## src/rtl/systolic_ctrl_pkg.sv

```systemverilog
// Shared types and sizing for the systolic array feed controller.
package systolic_ctrl_pkg;

  localparam int unsigned ARRAY_N    = 4;
  localparam int unsigned IDX_W      = 2;
  localparam int unsigned FEED_STEPS = 2 * ARRAY_N - 1;
  localparam int unsigned STEP_W     = 4;

  typedef enum logic [2:0] {
    ST_IDLE  = 3'd0,
    ST_CLEAR = 3'd1,
    ST_FEED  = 3'd2,
    ST_DRAIN = 3'd3,
    ST_DONE  = 3'd4
  } state_e;

  // Address part of a host element write.
  typedef struct packed {
    logic             sel;
    logic [IDX_W-1:0] row;
    logic [IDX_W-1:0] col;
  } wr_addr_t;

endpackage

```

## src/rtl/systolic_skew_sel.sv

```systemverilog
// Picks one lane's element for skew step t: element (t - LANE) when in 0..ARRAY_N-1, else 0.
module systolic_skew_sel
  import systolic_ctrl_pkg::*;
#(
  parameter int unsigned DATA_WIDTH = 32,
  parameter int unsigned LANE       = 0
) (
  input  logic [STEP_W-1:0]                  step_i,
  input  logic [ARRAY_N-1:0][DATA_WIDTH-1:0] lane_data_i,
  output logic [DATA_WIDTH-1:0]              sel_data_c
);

  logic [STEP_W:0] offset;

  // Extra MSB of offset flags steps that precede this lane's first element.
  always_comb begin
    sel_data_c = '0;
    offset     = {1'b0, step_i} - (STEP_W+1)'(LANE);
    if (!offset[STEP_W] && (offset[STEP_W-1:0] < STEP_W'(ARRAY_N))) begin
      sel_data_c = lane_data_i[offset[IDX_W-1:0]];
    end
  end

endmodule

```

## src/rtl/systolic_feed_ctrl.sv

```systemverilog
// Sequencer that stores A/B operands and streams them, diagonally skewed, into a 4x4 systolic array.
module systolic_feed_ctrl
  import systolic_ctrl_pkg::*;
#(
  parameter int unsigned DATA_WIDTH   = 32,
  parameter int unsigned DRAIN_CYCLES = 4
) (
  input  logic                  clk_i,
  input  logic                  rst_ni,
  input  logic                  wr_en_i,
  input  logic                  wr_sel_i,
  input  logic [1:0]            wr_row_i,
  input  logic [1:0]            wr_col_i,
  input  logic [DATA_WIDTH-1:0] wr_data_i,
  input  logic                  start_i,
  input  logic                  abort_i,
  output logic                  busy_o,
  output logic                  done_o,
  output logic                  sa_clear_o,
  output logic [DATA_WIDTH-1:0] left_o_0,
  output logic [DATA_WIDTH-1:0] left_o_4,
  output logic [DATA_WIDTH-1:0] left_o_8,
  output logic [DATA_WIDTH-1:0] left_o_12,
  output logic [DATA_WIDTH-1:0] up_o_0,
  output logic [DATA_WIDTH-1:0] up_o_1,
  output logic [DATA_WIDTH-1:0] up_o_2,
  output logic [DATA_WIDTH-1:0] up_o_3
);

  typedef logic [ARRAY_N-1:0][ARRAY_N-1:0][DATA_WIDTH-1:0] mat_t;  // [row][col]
  typedef logic [ARRAY_N-1:0][DATA_WIDTH-1:0]               lane_t;

  state_e            state_q, state_d;
  logic [STEP_W-1:0] step_q, step_d;
  mat_t              a_q, a_d, b_q, b_d;
  mat_t              b_cols;
  lane_t             left_q, left_d, up_q, up_d;
  lane_t             left_sel, up_sel;
  logic              busy_q, busy_d, done_q, done_d, clr_q, clr_d;
  logic              wr_ok;
  wr_addr_t          wr_addr;

  // Next state and step counter; the counter restarts at 0 on every state entry.
  always_comb begin
    state_d = state_q;
    step_d  = step_q;
    case (state_q)
      ST_IDLE: begin
        if (start_i) begin
          state_d = ST_CLEAR;
          step_d  = '0;
        end
      end
      ST_CLEAR: begin
        state_d = abort_i ? ST_IDLE : ST_FEED;
        step_d  = '0;
      end
      ST_FEED: begin
        if (abort_i) begin
          state_d = ST_IDLE;
          step_d  = '0;
        end else if (step_q == STEP_W'(FEED_STEPS - 1)) begin
          state_d = ST_DRAIN;
          step_d  = '0;
        end else begin
          step_d = step_q + STEP_W'(1);
        end
      end
      ST_DRAIN: begin
        if (abort_i) begin
          state_d = ST_IDLE;
          step_d  = '0;
        end else if (step_q == STEP_W'(DRAIN_CYCLES - 1)) begin
          state_d = ST_DONE;
          step_d  = '0;
        end else begin
          step_d = step_q + STEP_W'(1);
        end
      end
      ST_DONE: begin
        state_d = ST_IDLE;
        step_d  = '0;
      end
      default: begin
        state_d = ST_IDLE;
        step_d  = '0;
      end
    endcase
  end

  // Host writes land only while the sequencer is not streaming.
  always_comb begin
    a_d     = a_q;
    b_d     = b_q;
    wr_addr = '{sel: wr_sel_i, row: wr_row_i, col: wr_col_i};
    wr_ok   = (state_q == ST_IDLE) || (state_q == ST_DONE);
    if (wr_en_i && wr_ok) begin
      if (wr_addr.sel) b_d[wr_addr.row][wr_addr.col] = wr_data_i;
      else             a_d[wr_addr.row][wr_addr.col] = wr_data_i;
    end
  end

  // Column view of B so every up lane sees its column as a contiguous vector.
  always_comb begin
    b_cols = '0;
    for (int r = 0; r < int'(ARRAY_N); r++) begin
      for (int c = 0; c < int'(ARRAY_N); c++) begin
        b_cols[IDX_W'(c)][IDX_W'(r)] = b_q[IDX_W'(r)][IDX_W'(c)];
      end
    end
  end

  for (genvar g = 0; g < int'(ARRAY_N); g++) begin : g_lane
    systolic_skew_sel #(
      .DATA_WIDTH(DATA_WIDTH),
      .LANE      (g)
    ) u_sel_a (
      .step_i     (step_d),
      .lane_data_i(a_q[g]),
      .sel_data_c (left_sel[g])
    );

    systolic_skew_sel #(
      .DATA_WIDTH(DATA_WIDTH),
      .LANE      (g)
    ) u_sel_b (
      .step_i     (step_d),
      .lane_data_i(b_cols[g]),
      .sel_data_c (up_sel[g])
    );
  end

  // Outputs derive from next state so they line up with the cycle they describe.
  always_comb begin
    busy_d = (state_d == ST_CLEAR) || (state_d == ST_FEED) || (state_d == ST_DRAIN);
    done_d = (state_d == ST_DONE);
    clr_d  = (state_d == ST_CLEAR);
    left_d = (state_d == ST_FEED) ? left_sel : '0;
    up_d   = (state_d == ST_FEED) ? up_sel   : '0;
  end

  // Sequencer state register.
  always_ff @(posedge clk_i or negedge rst_ni) begin
    if (!rst_ni) begin
      state_q <= ST_IDLE;
      step_q  <= '0;
    end else begin
      state_q <= state_d;
      step_q  <= step_d;
    end
  end

  // Operand storage.
  always_ff @(posedge clk_i or negedge rst_ni) begin
    if (!rst_ni) begin
      a_q <= '0;
      b_q <= '0;
    end else begin
      a_q <= a_d;
      b_q <= b_d;
    end
  end

  // Registered array-facing outputs.
  always_ff @(posedge clk_i or negedge rst_ni) begin
    if (!rst_ni) begin
      busy_q <= 1'b0;
      done_q <= 1'b0;
      clr_q  <= 1'b0;
      left_q <= '0;
      up_q   <= '0;
    end else begin
      busy_q <= busy_d;
      done_q <= done_d;
      clr_q  <= clr_d;
      left_q <= left_d;
      up_q   <= up_d;
    end
  end

  assign busy_o     = busy_q;
  assign done_o     = done_q;
  assign sa_clear_o = clr_q;
  assign left_o_0   = left_q[0];
  assign left_o_4   = left_q[1];
  assign left_o_8   = left_q[2];
  assign left_o_12  = left_q[3];
  assign up_o_0     = up_q[0];
  assign up_o_1     = up_q[1];
  assign up_o_2     = up_q[2];
  assign up_o_3     = up_q[3];

endmodule
```

## config.mk

```make
export PLATFORM = sky130hd
export DESIGN_NAME = systolic_feed_ctrl
export DESIGN_NICKNAME = d
export VERILOG_FILES = /design/src/rtl/systolic_ctrl_pkg.sv /design/src/rtl/systolic_skew_sel.sv /design/src/rtl/systolic_feed_ctrl.sv
export SDC_FILE = /design/constraint.sdc
export NUM_CORES = 1
export LEC_CHECK = 0
export BUFFER_PORTS_ARGS = -buffer_cell sky130_fd_sc_hd__buf_4
export CAP_MARGIN = 20
export CORE_MARGIN = 3
export CORE_UTILIZATION = 65
export DETAILED_ROUTE_END_ITERATION = 10
export PLACE_DENSITY = 0.91
export SKIP_CTS_REPAIR_TIMING = 1
export SLEW_MARGIN = 20
export SYNTH_ARGS = -nofsm -noshare
export SYNTH_HDL_FRONTEND = slang
export SYNTH_HIERARCHICAL = 1
export SYNTH_SLANG_ARGS = --single-unit
```

## constraint.sdc

```tcl
create_clock -name clk_i -period 11.75 [get_ports clk_i]
set_input_delay 0.5875 -clock clk_i [delete_from_list [all_inputs] [get_ports clk_i]]
set_output_delay 0.5875 -clock clk_i [all_outputs]
set_load 0.02 [all_outputs]
```

==> flow_summary.rst, run 1 <==
.. list-table::
   :header-rows: 1

   * - Metric
     - Value
   * - Number of buffers and inverters on the critical path
     - 4
   * - Effective utilization at floorplan
     - 66.4%
   * - Cell type with the highest aggregate area in the netlist
     - sky130_fd_sc_hd__dfrtp_1
   * - Maximum ir drop on the vdd rail
     - 155 uV
   * - Crit path arrival time
     - 6.20 ns
   * - Count of antenna-violating nets left after detailed routing
     - 0
   * - Avg Inst Size Synth
     - 15.0 um2
   * - Most common flop cell mapped by yosys
     - sky130_fd_sc_hd__dfrtp_1
   * - Portion of synthesized cell area occupied by the leading cell type
     - 54.7%
   * - Total standard cell area after synthesis
     - 41,400 um2
   * - Final total power
     - 7.94 mW
   * - Number of placement rows
     - 91
   * - Clock tree skew after final layout
     - 0.0179 ns
   * - Clock Pin Slew Worst Setup and Hold Paths
     - 0.06 ns
   * - CTS max path bufs
     - 3
   * - Post-Route Hold Slack
     - 0.0242 ns
   * - Initial antenna violation count
     - 7
   * - TritonCTS clock tree
     - done
   * - Endpoint class of the critical path
     - register
   * - Cell type with the highest occurrence count on the critical path
     - sky130_fd_sc_hd__buf_4
   * - Largest fanout of any net on the critical path
     - 50
   * - Unique masters post-synth
     - 50
   * - Required time of the worst setup path
     - 12.28 ns
   * - Root Buffer
     - sky130_fd_sc_hd__clkbuf_16
   * - Half-perimeter wire length of the detailed placement result
     - 61,600 um
   * - Maxcap violations
     - 0
   * - Type of the worst setup path
     - reg2reg
   * - Via count of the first global-routing pass
     - 28,300
   * - Global-route wire length before repair
     - 165,000 um
   * - Hold Crit Class
     - in2async
   * - Number of cells produced by synthesis
     - 2,759
   * - Status
     - finished, final reports clean
   * - Routed Wire Length
     - 107,000 um
   * - Total negative slack for setup checks
     - 0 ns
   * - Syn-to-layout area delta
     - 16.4%
   * - Cell-by-cell trace of the critical path
     - inv_1 > ha_1 > and3b_1 > a2111oi_2 > a21oi_1 > nor3_2 > buf_4 > buf_4 > buf_4 > mux4_1 > nor2b_1 > and2_1
   * - Finished layout cell area
     - 48,200 um2
   * - Die boundary width
     - 258 um
   * - Tightest slew margin relative to the limit
     - 19.7%
   * - Share of total power in sequential cells
     - 47.7%
   * - Part of the cycle the worst path needs
     - 48.3%
   * - Number of buffers inserted by port buffering
     - 300
   * - Switch Pwr
     - 2.07 mW
   * - Total CTS buffers
     - 90
   * - Number of filler cells placed in the layout
     - 3,372
   * - Crit path max-delay cell type
     - sky130_fd_sc_hd__buf_4
   * - Hold Violations, Final
     - 0
   * - Launching element type of the critical path
     - register
   * - Setup repair after global routing missed its margin
     - no
   * - Power density over the cells
     - 165 nW/um2
   * - DR vias
     - 25,700
   * - Proportion of layout cells with a drive suffix above 1
     - 38.4%
   * - Vias per inst
     - 6.09
   * - Largest net degree at the start of global routing
     - 257
   * - Io pins
     - 301
   * - Minimum clock period after layout
     - 5.67 ns
   * - Overall die area
     - 66,800 um2
   * - DRC viols
     - 0
   * - Last weighted congestion value of the routability-driven placer
     - 0.792
   * - Cell internal power dissipation
     - 5.87 mW
   * - Net switching share of the total power
     - 26.1%
   * - Leakage
     - 23.4 nW
   * - Clock power share
     - 36.3%
   * - Final slew viol count
     - 0
   * - Average wire length per cell after detail routing
     - 25.2 um
   * - Reg2reg start
     - step_q[0]
   * - Clock insertion delay at the later pin of the skew report
     - 0.66 ns
   * - Final setup violation count
     - 0
   * - #FFs+latches synth
     - 906
   * - Count of clock tree sinks
     - 906
   * - Combinational Power Share
     - 15.9%
   * - Final #Nets
     - 3,359
   * - # H-tree levels
     - 3
   * - Worst reg-to-reg path cell count
     - 12
   * - Least-Margin Pin Slew
     - 1.20 ns
   * - Part of the Yosys area used for sequential elements
     - 54.7%
   * - Yosys warns
     - 6
   * - Number of cells on the critical path
     - 12
   * - Combined global-route utilization of all metal layers
     - 32.3%
   * - Overflow left after global routing
     - 0
   * - Area of the placeable core
     - 62,400 um2
   * - Number of enable-type register cells in the synthesized netlist
     - 0
   * - Dominant delay contributor by cell family on the critical path
     - buffers and inverters
   * - Max Clk Rate
     - 176 MHz
   * - Vertical die dimension
     - 258 um
   * - Start point of the critical path
     - step_q[0]
   * - Asr flop ratio synth
     - 100%
   * - Pre-antenna DRT Iters
     - 5
   * - Area after DPL
     - 45,200 um2
   * - 1st-iter DRT viols
     - 2,181
   * - Top area cells in the synthesized netlist
     - sky130_fd_sc_hd__dfrtp_1 (55%), sky130_fd_sc_hd__mux2_2 (17%), sky130_fd_sc_hd__mux4_2 (7.9%)
   * - Stage delay of the slowest cell on the critical path
     - 0.85 ns
==> worst register-to-register path: cells and delay by family, from the launching register on <==
kind,cells,cell delay [ns]
flip-flops,1,0.41
buffers and inverters,4,2.51
adder cells (fa/ha/maj),1,0.23
multiplexers,1,0.74
AO/OA/AOI/OAI,2,0.94
AND/OR/NAND/NOR,4,0.75
==> cells by family (layout without fill, tap and decap cells) <==
| kind of cell | Yosys count | count (layout) | share of synthesized area (%) |
|---|---|---|---|
| fa+ha+maj | 8 | 8 | 0.242 |
| compound gates | 151 | 151 | 2.63 |
| other cells | 1 | 387 | 0.00905 |
| buf+inv | 269 | 512 | 3.75 |
| simple gates | 464 | 464 | 7.33 |
| flops | 906 | 906 | 54.7 |
| mux | 960 | 960 | 31.3 |
==> per-layer routing <==
metal / track usage [%] / vias to the layer above / share of wire, %
met1: 39.9 / 13600 / 37
li1: - / 10700 / -
met2: 54.3 / 1143 / 50
met5: 0 / - / 0.020
met3: 6.99 / 331 / 7.3
met4: 16.6 / 4 / 5.1
==> final timing paths <==
check	endpoint	slack, ns
worst max-delay path	left_o_4[18]	6.08
worst min-delay path	up_o_3[14]	0.02
worst max register to register	left_o_4[18]	6.08
worst min register to register	a_q[217]	0.50
max in group asynchronous	a_q[208]	9.25
min in group clk_i	state_q[1]	0.17
==> synthesized netlist by cell type, types with 8 or more instances <==
cell,n
sky130_fd_sc_hd__dfrtp_1,906
sky130_fd_sc_hd__mux2_2,635
sky130_fd_sc_hd__and2_1,259
sky130_fd_sc_hd__mux4_2,146
sky130_fd_sc_hd__mux2i_1,128
sky130_fd_sc_hd__buf_2,100
sky130_fd_sc_hd__clkbuf_1,86
sky130_fd_sc_hd__and3b_1,70
sky130_fd_sc_hd__nor2b_1,70
sky130_fd_sc_hd__a21boi_1,66
sky130_fd_sc_hd__o22ai_1,64
sky130_fd_sc_hd__mux4_1,46
sky130_fd_sc_hd__clkbuf_2,25
sky130_fd_sc_hd__buf_6,20
sky130_fd_sc_hd__nand2_1,17
sky130_fd_sc_hd__buf_12,12
sky130_fd_sc_hd__nor2_1,12
sky130_fd_sc_hd__inv_1,11
sky130_fd_sc_hd__buf_4,9
sky130_fd_sc_hd__ha_1,8
sky130_fd_sc_hd__nand3_1,8
==> sequential cells by signal, summed over array words and instances (netlist names) <==
register,cells
a_q,512
b_cols,128
left_o_0,32
left_o_12,32
left_o_4,32
left_o_8,32
up_o_0,32
up_o_1,32
up_o_2,32
up_o_3,32
step_q,4
state_q,3
busy_o,1
done_o,1
sa_clear_o,1
==> through the flow <==
step / worst slack, ns / utilization [%] / cells
finish: 6.08 / 77.3 / 4225
global route: 5.68 / 77.3 / 4224
CTS: 6.09 / 77.2 / 4219
detailed placement: 6.23 / 72.4 / 4051
global placement: 6.46 / 72.2 / 4046
floorplan: 7.37 / - / 3142
==> final cells by class <==
| type | instances | area, um2 | share of cell area [%] |
|---|---|---|---|
| flip-flops and latches | 906 | 22700 | 47.0 |
| inverters | 11 | 41.3 | 0.0856 |
| well taps | 837 | 1050 | 2.17 |
| multi-input cells | 1967 | 18800 | 39.0 |
| clock buffers | 136 | 2640 | 5.47 |
| diodes | 3 | 7.51 | 0.0156 |
| clock inverters | 32 | 322 | 0.667 |
| repair buffers | 333 | 2680 | 5.56 |
==> power groups by stage <==
stage	Sequential [mW]	Clock (mW)	Combinational, mW
after floorplan	3.75	0	0.930
after global placement	3.76	0	1.15
after global routing	3.83	3.04	1.36
after CTS	3.78	2.90	1.25
after detailed placement	3.82	0	1.23
final	3.79	2.89	1.26
==> cell usage in the layout, fill, tap and decap left out, types with 5 or more instances in the layout <==
cell type,synthesis,final
sky130_fd_sc_hd__a21boi_1,66,66
sky130_fd_sc_hd__and2_1,259,259
sky130_fd_sc_hd__and3b_1,70,70
sky130_fd_sc_hd__buf_12,12,7
sky130_fd_sc_hd__buf_4,9,319
sky130_fd_sc_hd__clkbuf_1,86,28
sky130_fd_sc_hd__clkbuf_16,0,93
sky130_fd_sc_hd__clkbuf_8,0,15
sky130_fd_sc_hd__clkinv_2,0,18
sky130_fd_sc_hd__conb_1,1,384
sky130_fd_sc_hd__dfrtp_1,906,906
sky130_fd_sc_hd__inv_1,11,11
sky130_fd_sc_hd__mux2_1,5,5
sky130_fd_sc_hd__mux2_2,635,635
sky130_fd_sc_hd__mux2i_1,128,128
sky130_fd_sc_hd__mux4_1,46,46
sky130_fd_sc_hd__mux4_2,146,146
sky130_fd_sc_hd__nand2_1,17,6
sky130_fd_sc_hd__nand2_2,0,8
sky130_fd_sc_hd__nor2_1,12,10
sky130_fd_sc_hd__nor2b_1,70,69
sky130_fd_sc_hd__o22ai_1,64,64
Power figures use the tool's default switching activity.
==> run 2: changes to the inputs <==
--- a/config.mk
+++ b/config.mk
@@ -8,9 +8,9 @@
 export BUFFER_PORTS_ARGS = -buffer_cell sky130_fd_sc_hd__buf_4
 export CAP_MARGIN = 20
 export CORE_MARGIN = 3
-export CORE_UTILIZATION = 65
+export CORE_UTILIZATION = 61
 export DETAILED_ROUTE_END_ITERATION = 10
-export PLACE_DENSITY = 0.91
+export PLACE_DENSITY = 0.87
 export SKIP_CTS_REPAIR_TIMING = 1
 export SLEW_MARGIN = 20
 export SYNTH_ARGS = -nofsm -noshare
==> constraint.sdc (replaced) <==
create_clock -name clk_i -period 5.75 [get_ports clk_i]
set_input_delay 0.2875 -clock clk_i [delete_from_list [all_inputs] [get_ports clk_i]]
set_output_delay 0.2875 -clock clk_i [all_outputs]
set_load 0.02 [all_outputs]
==> run 2 against run 1 <==
Wire length is 3.1% lower; clock skew is 0.0053 ns higher; combinational power is 100% higher; fmax is 26% higher; total power is 110% higher; critical path type unchanged; global-route usage is 2.9 points lower; hold slack better by 0.043 ns; core utilization is 4.6 points lower; critical path depth is 1 lower; largest power group unchanged.
==> flow_summary.rst, run 2 (synthesized netlist as in run 1, its figures left out) <==
.. list-table::
   :header-rows: 1

   * - Metric
     - Value
   * - DRC viols
     - 0 (unchanged)
   * - Effective utilization at floorplan
     - 62.2% (was 66.4%)
   * - Clock tree skew after final layout
     - 0.0232 ns (was 0.0179 ns)
   * - # H-tree levels
     - 3 (unchanged)
   * - Finished layout cell area
     - 48,400 um2 (was 48,200 um2)
   * - Number of standard cells in the layout, taps in and fillers out
     - 4,248 (was 4,225)
   * - Switch Pwr
     - 4.17 mW (was 2.07 mW)
   * - Clock Pin Slew Worst Setup and Hold Paths
     - 0.06 ns (about the same)
   * - Maxcap violations
     - 0 (unchanged)
   * - Cell-by-cell trace of the critical path
     - inv_1 > ha_1 > and3b_1 > a2111oi_2 > a21oi_1 > nor3_2 > inv_1 > ha_2 > mux4_2 > nor2b_1 > and2_1 (was inv_1 > ha_1 > and3b_1 > a2111oi_2 > a21oi_1 > nor3_2 > buf_4 > buf_4 > buf_4 > mux4_1 > nor2b_1 > and2_1)
   * - Most frequent cells in the layout
     - sky130_fd_sc_hd__dfrtp_1 (906), sky130_fd_sc_hd__mux2_2 (635), sky130_fd_sc_hd__conb_1 (384) (unchanged)
   * - 1st-iter DRT viols
     - 1,874 (was 2,181)
   * - Most common cell after layout, fill and taps aside
     - sky130_fd_sc_hd__dfrtp_1 (unchanged)
   * - Proportion of layout cells with a drive suffix above 1
     - 38.5% (was 38.4%)
   * - Cell internal power dissipation
     - 12.2 mW (was 5.87 mW)
   * - Hold Crit Class
     - in2reg (was in2async)
   * - Overflow left after global routing
     - 0 (unchanged)
   * - Launching element type of the critical path
     - register (unchanged)
   * - Die boundary width
     - 267 um (was 258 um)
   * - Final #Nets
     - 3,364 (was 3,359)
   * - CTS max path bufs
     - 3 (unchanged)
   * - Endpoint class of the critical path
     - register (unchanged)
   * - Count of clock tree sinks
     - 906 (unchanged)
   * - Routed Wire Length
     - 103,000 um (was 107,000 um)
   * - Overall die area
     - 71,100 um2 (was 66,800 um2)
   * - Number of placed instances, taps included
     - 4,081 (was 4,051)
   * - Minimum clock period after layout
     - 4.49 ns (was 5.67 ns)
   * - TritonCTS clock tree
     - done (unchanged)
   * - Half-perimeter wire length of the detailed placement result
     - 61,600 um (about the same)
   * - Cell type with the highest occurrence count on the critical path
     - sky130_fd_sc_hd__inv_1 (was sky130_fd_sc_hd__buf_4)
   * - Clock insertion delay at the later pin of the skew report
     - 0.66 ns (about the same)
   * - Leakage
     - 23.5 nW (was 23.4 nW)
   * - Type of the worst setup path
     - reg2reg (unchanged)
   * - Average wire length per cell after detail routing
     - 24.3 um (was 25.2 um)
   * - Initial antenna violation count
     - 2 (was 7)
   * - Syn-to-layout area delta
     - 16.8% (was 16.4%)
   * - Stage delay of the slowest cell on the critical path
     - 1.05 ns (was 0.85 ns)
   * - Number of filler cells placed in the layout
     - 3,998 (was 3,372)
   * - Footprint of the multi-input gates
     - 18,800 um2 (about the same)
   * - Global-route wire length before repair
     - 160,000 um (was 165,000 um)
   * - Setup repair after global routing missed its margin
     - no (unchanged)
   * - M2 GR Usage
     - 50.5% (was 54.3%)
   * - Diodes inserted
     - 0 (was 3)
   * - Max Clk Rate
     - 223 MHz (was 176 MHz)
   * - Net switching share of the total power
     - 25.5% (was 26.1%)
   * - Pre-antenna DRT Iters
     - 7 (was 5)
   * - Largest fanout of any net on the critical path
     - 32 (was 50)
   * - Largest net degree at the start of global routing
     - 177 (was 257)
   * - Total negative slack for setup checks
     - 0 ns (unchanged)
   * - Post-Place Setup Slack
     - 1.29 ns (was 6.23 ns)
   * - Largest register by flop count
     - a_q (unchanged)
   * - Vias per inst
     - 5.93 (was 6.09)
   * - Number of buffers inserted by port buffering
     - 300 (unchanged)
   * - Least-Margin Pin Slew
     - 1.18 ns (was 1.20 ns)
   * - Crit path max-delay cell type
     - sky130_fd_sc_hd__ha_2 (was sky130_fd_sc_hd__buf_4)
   * - Combinational Power Share
     - 15.6% (was 15.9%)
   * - Combined global-route utilization of all metal layers
     - 29.5% (was 32.3%)
   * - Io pins
     - 301 (unchanged)
   * - Area after DPL
     - 45,200 um2 (about the same)
   * - Gr busiest metal
     - met2 (unchanged)
   * - Tightest slew margin relative to the limit
     - 21.0% (was 19.7%)
   * - Final total power
     - 16.4 mW (was 7.94 mW)
   * - Via count of the first global-routing pass
     - 27,600 (was 28,300)
   * - Hold Violations, Final
     - 0 (unchanged)
   * - Register area
     - 22,700 um2 (unchanged)
   * - Vertical die dimension
     - 267 um (was 258 um)
   * - Met3 usage in global routing
     - 4.53% (was 6.99%)
   * - Final setup violation count
     - 0 (unchanged)
   * - DR vias
     - 25,200 (was 25,700)
   * - Maximum ir drop on the vdd rail
     - 283 uV (was 155 uV)
   * - Count of antenna-violating nets left after detailed routing
     - 0 (unchanged)
   * - Number of placement rows
     - 94 (was 91)
   * - Root Buffer
     - sky130_fd_sc_hd__clkbuf_16 (unchanged)
   * - Fraction of met1 tracks used by global routing
     - 37.6% (was 39.9%)
   * - Share of total power in sequential cells
     - 47.1% (was 47.7%)
   * - Status
     - finished, final reports clean (unchanged)
   * - Part of the cycle the worst path needs
     - 78.0% (was 48.3%)
   * - Area of the placeable core
     - 66,600 um2 (was 62,400 um2)
   * - Clock power share
     - 37.3% (was 36.3%)
   * - Final slew viol count
     - 0 (unchanged)
   * - PnR worst setup slack
     - 1.26 ns (was 6.08 ns)
   * - Power density over the cells
     - 338 nW/um2 (was 165 nW/um2)
   * - Total CTS buffers
     - 91 (was 90)
   * - Required time of the worst setup path
     - 6.30 ns (was 12.28 ns)
   * - Crit path arrival time
     - 5.03 ns (was 6.20 ns)
   * - Max reg flops
     - 512 (unchanged)
   * - Last weighted congestion value of the routability-driven placer
     - 0.787 (was 0.792)
-- run 2: cell count changes in the layout (fill, tap and decap cells not counted), moves of 2 or more --
cell,delta
sky130_fd_sc_hd__clkbuf_8,+9
sky130_fd_sc_hd__clkbuf_1,-7
sky130_fd_sc_hd__clkinv_2,-7
sky130_fd_sc_hd__bufinv_16,+3
sky130_fd_sc_hd__clkinvlp_4,-3
sky130_fd_sc_hd__diode_2,-3
sky130_fd_sc_hd__dlygate4sd3_1,+3
sky130_fd_sc_hd__buf_16,-2
sky130_fd_sc_hd__buf_4,+2
-- run 2: area by class of cell --
| cell class | instances | area share [%] |
|---|---|---|
| Sequential cell | 906 | 46.8 |
| Multi-Input combinational cell | 1967 | 38.9 |
| Clock buffer | 137 | 5.60 |
| Timing Repair Buffer | 337 | 5.56 |
| Tap cell | 864 | 2.23 |
| Clock inverter | 26 | 0.817 |
| Inverter | 11 | 0.0853 |
-- run 2: critical path, delay by kind of cell, from the launching register on --
kind / cells / cell delay, ns
adders and majority gates: 2 / 1.27
AOI/OAI and AO/OA: 2 / 0.83
and+or+nand+nor: 4 / 1.23
buffers and inverters: 2 / 0.20
muxes: 1 / 0.43
DFF: 1 / 0.40
-- run 2: power by group through the flow --
stage | Combinational [mW] | Sequential, mW | Clock [mW]
6_report | 2.55 | 7.72 | 6.10
5_1_grt | 2.75 | 7.80 | 6.42
4_1_cts | 2.55 | 7.71 | 6.17
3_5_place_dp | 2.51 | 7.80 | 0
3_3_place_gp | 2.38 | 7.70 | 0
2_1_floorplan | 1.90 | 7.67 | 0
-- run 2: final timing paths --
check	from	cells after the start	end	slack [ns]
hold / removal	wr_data_i[29]	2	b_cols[157]	0.07
hold reg to reg	b_cols[2]	1	b_cols[2]	0.49
setup reg to reg	step_q[0]	11	left_o_4[31]	1.26
min in group asynchronous	rst_ni	2	up_o_3[15]	0.29
setup / recovery	step_q[0]	11	left_o_4[31]	1.26
max in group asynchronous	rst_ni	3	a_q[147]	4.05
-- run 2: metrics by stage --
step,hold slack (ns),util [%]
2_1_floorplan,-0.00809,-
3_3_place_gp,0.370,67.8
6_report,0.0667,72.7
3_5_place_dp,0.378,67.9
5_1_grt,0.0810,72.7
4_1_cts,-0.305,72.6
-- run 2: routing by layer --
metal | wire length [um] | part of all wire, %
met5 | 21 | 0.020
met4 | 4310 | 4.2
met3 | 5930 | 5.7
met2 | 52500 | 51
met1 | 40500 | 39
==> run 3: changes to the inputs <==
--- a/config.mk
+++ b/config.mk
@@ -8,9 +8,9 @@
 export BUFFER_PORTS_ARGS = -buffer_cell sky130_fd_sc_hd__buf_4
 export CAP_MARGIN = 20
 export CORE_MARGIN = 3
-export CORE_UTILIZATION = 61
+export CORE_UTILIZATION = 55
 export DETAILED_ROUTE_END_ITERATION = 10
-export PLACE_DENSITY = 0.87
+export PLACE_DENSITY = 0.83
 export SKIP_CTS_REPAIR_TIMING = 1
 export SLEW_MARGIN = 20
 export SYNTH_ARGS = -nofsm -noshare
==> constraint.sdc (replaced) <==
create_clock -name clk_i -period 3.75 [get_ports clk_i]
set_input_delay 0.1875 -clock clk_i [delete_from_list [all_inputs] [get_ports clk_i]]
set_output_delay 0.1875 -clock clk_i [all_outputs]
set_load 0.02 [all_outputs]
==> run 3 against run 2 <==
Hold slack lost 0.059 ns; die area grew 11%; setup slack lost 1.0 ns; largest power group unchanged; sequential power grew 53%.
==> flow_summary.rst, run 3 (synthesized netlist as in run 1, its figures left out) <==
.. list-table::
   :header-rows: 1

   * - Metric
     - Value
   * - Combinational Power Share
     - 15.7% (was 15.6%)
   * - Cell internal power dissipation
     - 18.8 mW (was 12.2 mW)
   * - Effective utilization at floorplan
     - 55.6% (was 62.2%)
   * - Hold path start
     - wr_data_i[7] (was wr_data_i[29])
   * - Most frequent cells in the layout
     - sky130_fd_sc_hd__dfrtp_1 (906), sky130_fd_sc_hd__mux2_2 (635), sky130_fd_sc_hd__conb_1 (384) (unchanged)
   * - Reg2reg start
     - step_q[0] (unchanged)
   * - Max Clk Rate
     - 285 MHz (was 223 MHz)
   * - Crit path arrival time
     - 4.00 ns (was 5.03 ns)
   * - Required time of the worst setup path
     - 4.24 ns (was 6.30 ns)
   * - Average wire length per cell after detail routing
     - 22.7 um (was 24.3 um)
   * - Endpoint class of the critical path
     - register (unchanged)
   * - Vias per inst
     - 5.64 (was 5.93)
   * - Number of placement rows
     - 100 (was 94)
   * - Vertical die dimension
     - 280 um (was 267 um)
   * - Largest register by flop count
     - a_q (unchanged)
   * - Minimum clock period after layout
     - 3.51 ns (was 4.49 ns)
   * - Switch Pwr
     - 6.30 mW (was 4.17 mW)
   * - Largest net degree at the start of global routing
     - 148 (was 177)
   * - 1st-iter DRT viols
     - 1,651 (was 1,874)
   * - Least-Margin Pin Slew
     - 0.798 ns (was 1.18 ns)
   * - Max reg flops
     - 512 (unchanged)
   * - Number of buffers inserted by port buffering
     - 300 (unchanged)
   * - DR vias
     - 24,800 (was 25,200)
   * - TritonCTS clock tree
     - done (unchanged)
   * - Clock tree skew after final layout
     - 0.0188 ns (was 0.0232 ns)
   * - Post-Route Hold Slack
     - 0.00774 ns (was 0.0667 ns)
   * - Last weighted congestion value of the routability-driven placer
     - 0.780 (was 0.787)
   * - Share of total power in sequential cells
     - 46.9% (was 47.1%)
   * - Root Buffer
     - sky130_fd_sc_hd__clkbuf_16 (unchanged)
   * - Hold Violations, Final
     - 0 (unchanged)
   * - Die boundary width
     - 280 um (was 267 um)
   * - Initial antenna violation count
     - 2 (unchanged)
   * - Clock insertion delay at the later pin of the skew report
     - 0.64 ns (was 0.66 ns)
   * - Overall die area
     - 78,700 um2 (was 71,100 um2)
   * - Area of the placeable core
     - 74,600 um2 (was 66,600 um2)
   * - Proportion of layout cells with a drive suffix above 1
     - 38.8% (was 38.5%)
   * - Overflow left after global routing
     - 0 (unchanged)
   * - Routed Wire Length
     - 100,000 um (was 103,000 um)
   * - Maximum ir drop on the vdd rail
     - 318 uV (was 283 uV)
   * - Global-route wire length before repair
     - 155,000 um (was 160,000 um)
   * - Launching element type of the critical path
     - register (unchanged)
   * - Total negative slack for setup checks
     - 0 ns (unchanged)
   * - DRC viols
     - 0 (unchanged)
   * - Part of the cycle the worst path needs
     - 93.5% (was 78.0%)
   * - Hold Crit Class
     - in2reg (unchanged)
   * - Status
     - finished, final reports clean (unchanged)
   * - Io pins
     - 301 (unchanged)
   * - Reg-to-reg setup timing slack
     - 0.24 ns (was 1.26 ns)
   * - Tightest slew margin relative to the limit
     - 46.8% (was 21.0%)
   * - CTS max path bufs
     - 3 (unchanged)
   * - Capture endpoint of the worst hold path
     - a_q[487] (was b_cols[157])
   * - Number of stages on the worst hold path
     - 2 (unchanged)
   * - Final setup violation count
     - 0 (unchanged)
   * - Net switching share of the total power
     - 25.1% (was 25.5%)
   * - Leakage
     - 23.7 nW (was 23.5 nW)
   * - Via count of the first global-routing pass
     - 26,400 (was 27,600)
   * - Final #Nets
     - 3,413 (was 3,364)
   * - Count of clock tree sinks
     - 906 (unchanged)
   * - Setup repair after global routing missed its margin
     - no (unchanged)
   * - Final slew viol count
     - 0 (unchanged)
   * - Maxcap violations
     - 0 (unchanged)
   * - Type of the worst setup path
     - reg2reg (unchanged)
   * - Combined global-route utilization of all metal layers
     - 25.8% (was 29.5%)
   * - Clock power share
     - 37.4% (was 37.3%)
   * - Count of antenna-violating nets left after detailed routing
     - 0 (unchanged)
   * - Total CTS buffers
     - 91 (unchanged)
   * - Pre-antenna DRT Iters
     - 5 (was 7)
   * - Largest fanout of any net on the critical path
     - 57 (was 32)
   * - Syn-to-layout area delta
     - 18.4% (was 16.8%)
   * - # H-tree levels
     - 3 (unchanged)
   * - Power density over the cells
     - 512 nW/um2 (was 338 nW/um2)
   * - Worst reg-to-reg path cell count
     - 12 (was 11)
   * - Half-perimeter wire length of the detailed placement result
     - 61,400 um (was 61,600 um)
   * - Most common cell after layout, fill and taps aside
     - sky130_fd_sc_hd__dfrtp_1 (unchanged)
   * - Clock Pin Slew Worst Setup and Hold Paths
     - 0.06 ns (about the same)
   * - RR Endpoint
     - left_o_0[4] (was left_o_4[31])
-- run 3: worst max-delay path by stage --
stage | start | end | slack, ns | depth (start not counted)
floorplan | step_q[0] | up_o_1[24] | 0.07 | 13
global placement | step_q[0] | step_q[0] | 0.26 | 7
detailed placement | step_q[0] | step_q[0] | 0.16 | 8
CTS | step_q[0] | step_q[0] | 0.13 | 8
global route | step_q[0] | left_o_8[14] | 0.002 | 12
finish | step_q[0] | left_o_0[4] | 0.24 | 12
-- run 3: area by class of cell --
| cell class | instances | area, um2 |
|---|---|---|
| timing repair buffer | 386 | 3270 |
| fill | 5173 | 25500 |
| clock inverter | 32 | 454 |
| sequential | 906 | 22700 |
| multi-input combinational | 1967 | 18800 |
| clock buffer | 127 | 2650 |
| inverter | 11 | 41.3 |
| tap | 969 | 1210 |
| antenna | 1 | 2.50 |
-- run 3: through the flow --
step / power, mW / instance area, um2 / cells / util (%) / worst slack, ns
after floorplan: 14.7 / 42900 / 3142 / - / 0.0739
after global placement: 15.6 / 45800 / 4231 / 61.5 / 0.262
after detailed placement: 15.8 / 45800 / 4231 / 61.5 / 0.157
after CTS: 25.2 / 48900 / 4390 / 65.6 / 0.126
after global routing: 26.2 / 49100 / 4398 / 65.8 / 0.00180
final: 25.1 / 49100 / 4399 / 65.8 / 0.244
-- run 3: routing by layer --
| layer | vias to the layer above | wire length, um | global-route usage, % |
|---|---|---|---|
| met3 | 176 | 4950 | 3.92 |
| met1 | 13200 | 41100 | 33.5 |
| met4 | 0 | 3240 | 9.26 |
| met5 | - | 0 | 0 |
| li1 | 10800 | - | - |
| met2 | 657 | 50700 | 44.3 |
-- run 3: power by group through the flow --
stage | clock network (mW) | registers (mW) | logic [mW]
4_1_cts | 9.53 | 11.8 | 3.92
6_report | 9.40 | 11.8 | 3.93
2_1_floorplan | 0 | 11.8 | 2.92
3_3_place_gp | 0 | 11.8 | 3.74
5_1_grt | 9.96 | 11.9 | 4.26
3_5_place_dp | 0 | 11.9 | 3.88
-- run 3: worst max-delay path, stage by stage (launching register included) --
cell and delay [ns]:
sky130_fd_sc_hd__dfrtp_1 0.42, sky130_fd_sc_hd__inv_1 0.10, sky130_fd_sc_hd__ha_1 0.21, sky130_fd_sc_hd__and3b_1 0.17, sky130_fd_sc_hd__a2111oi_2 0.44, sky130_fd_sc_hd__buf_4 0.21, sky130_fd_sc_hd__inv_1 0.06, sky130_fd_sc_hd__o21ai_4 0.25
sky130_fd_sc_hd__buf_12 0.38, sky130_fd_sc_hd__buf_4 0.48, sky130_fd_sc_hd__mux2i_1 0.27, sky130_fd_sc_hd__o22ai_1 0.10, sky130_fd_sc_hd__and2_1 0.22
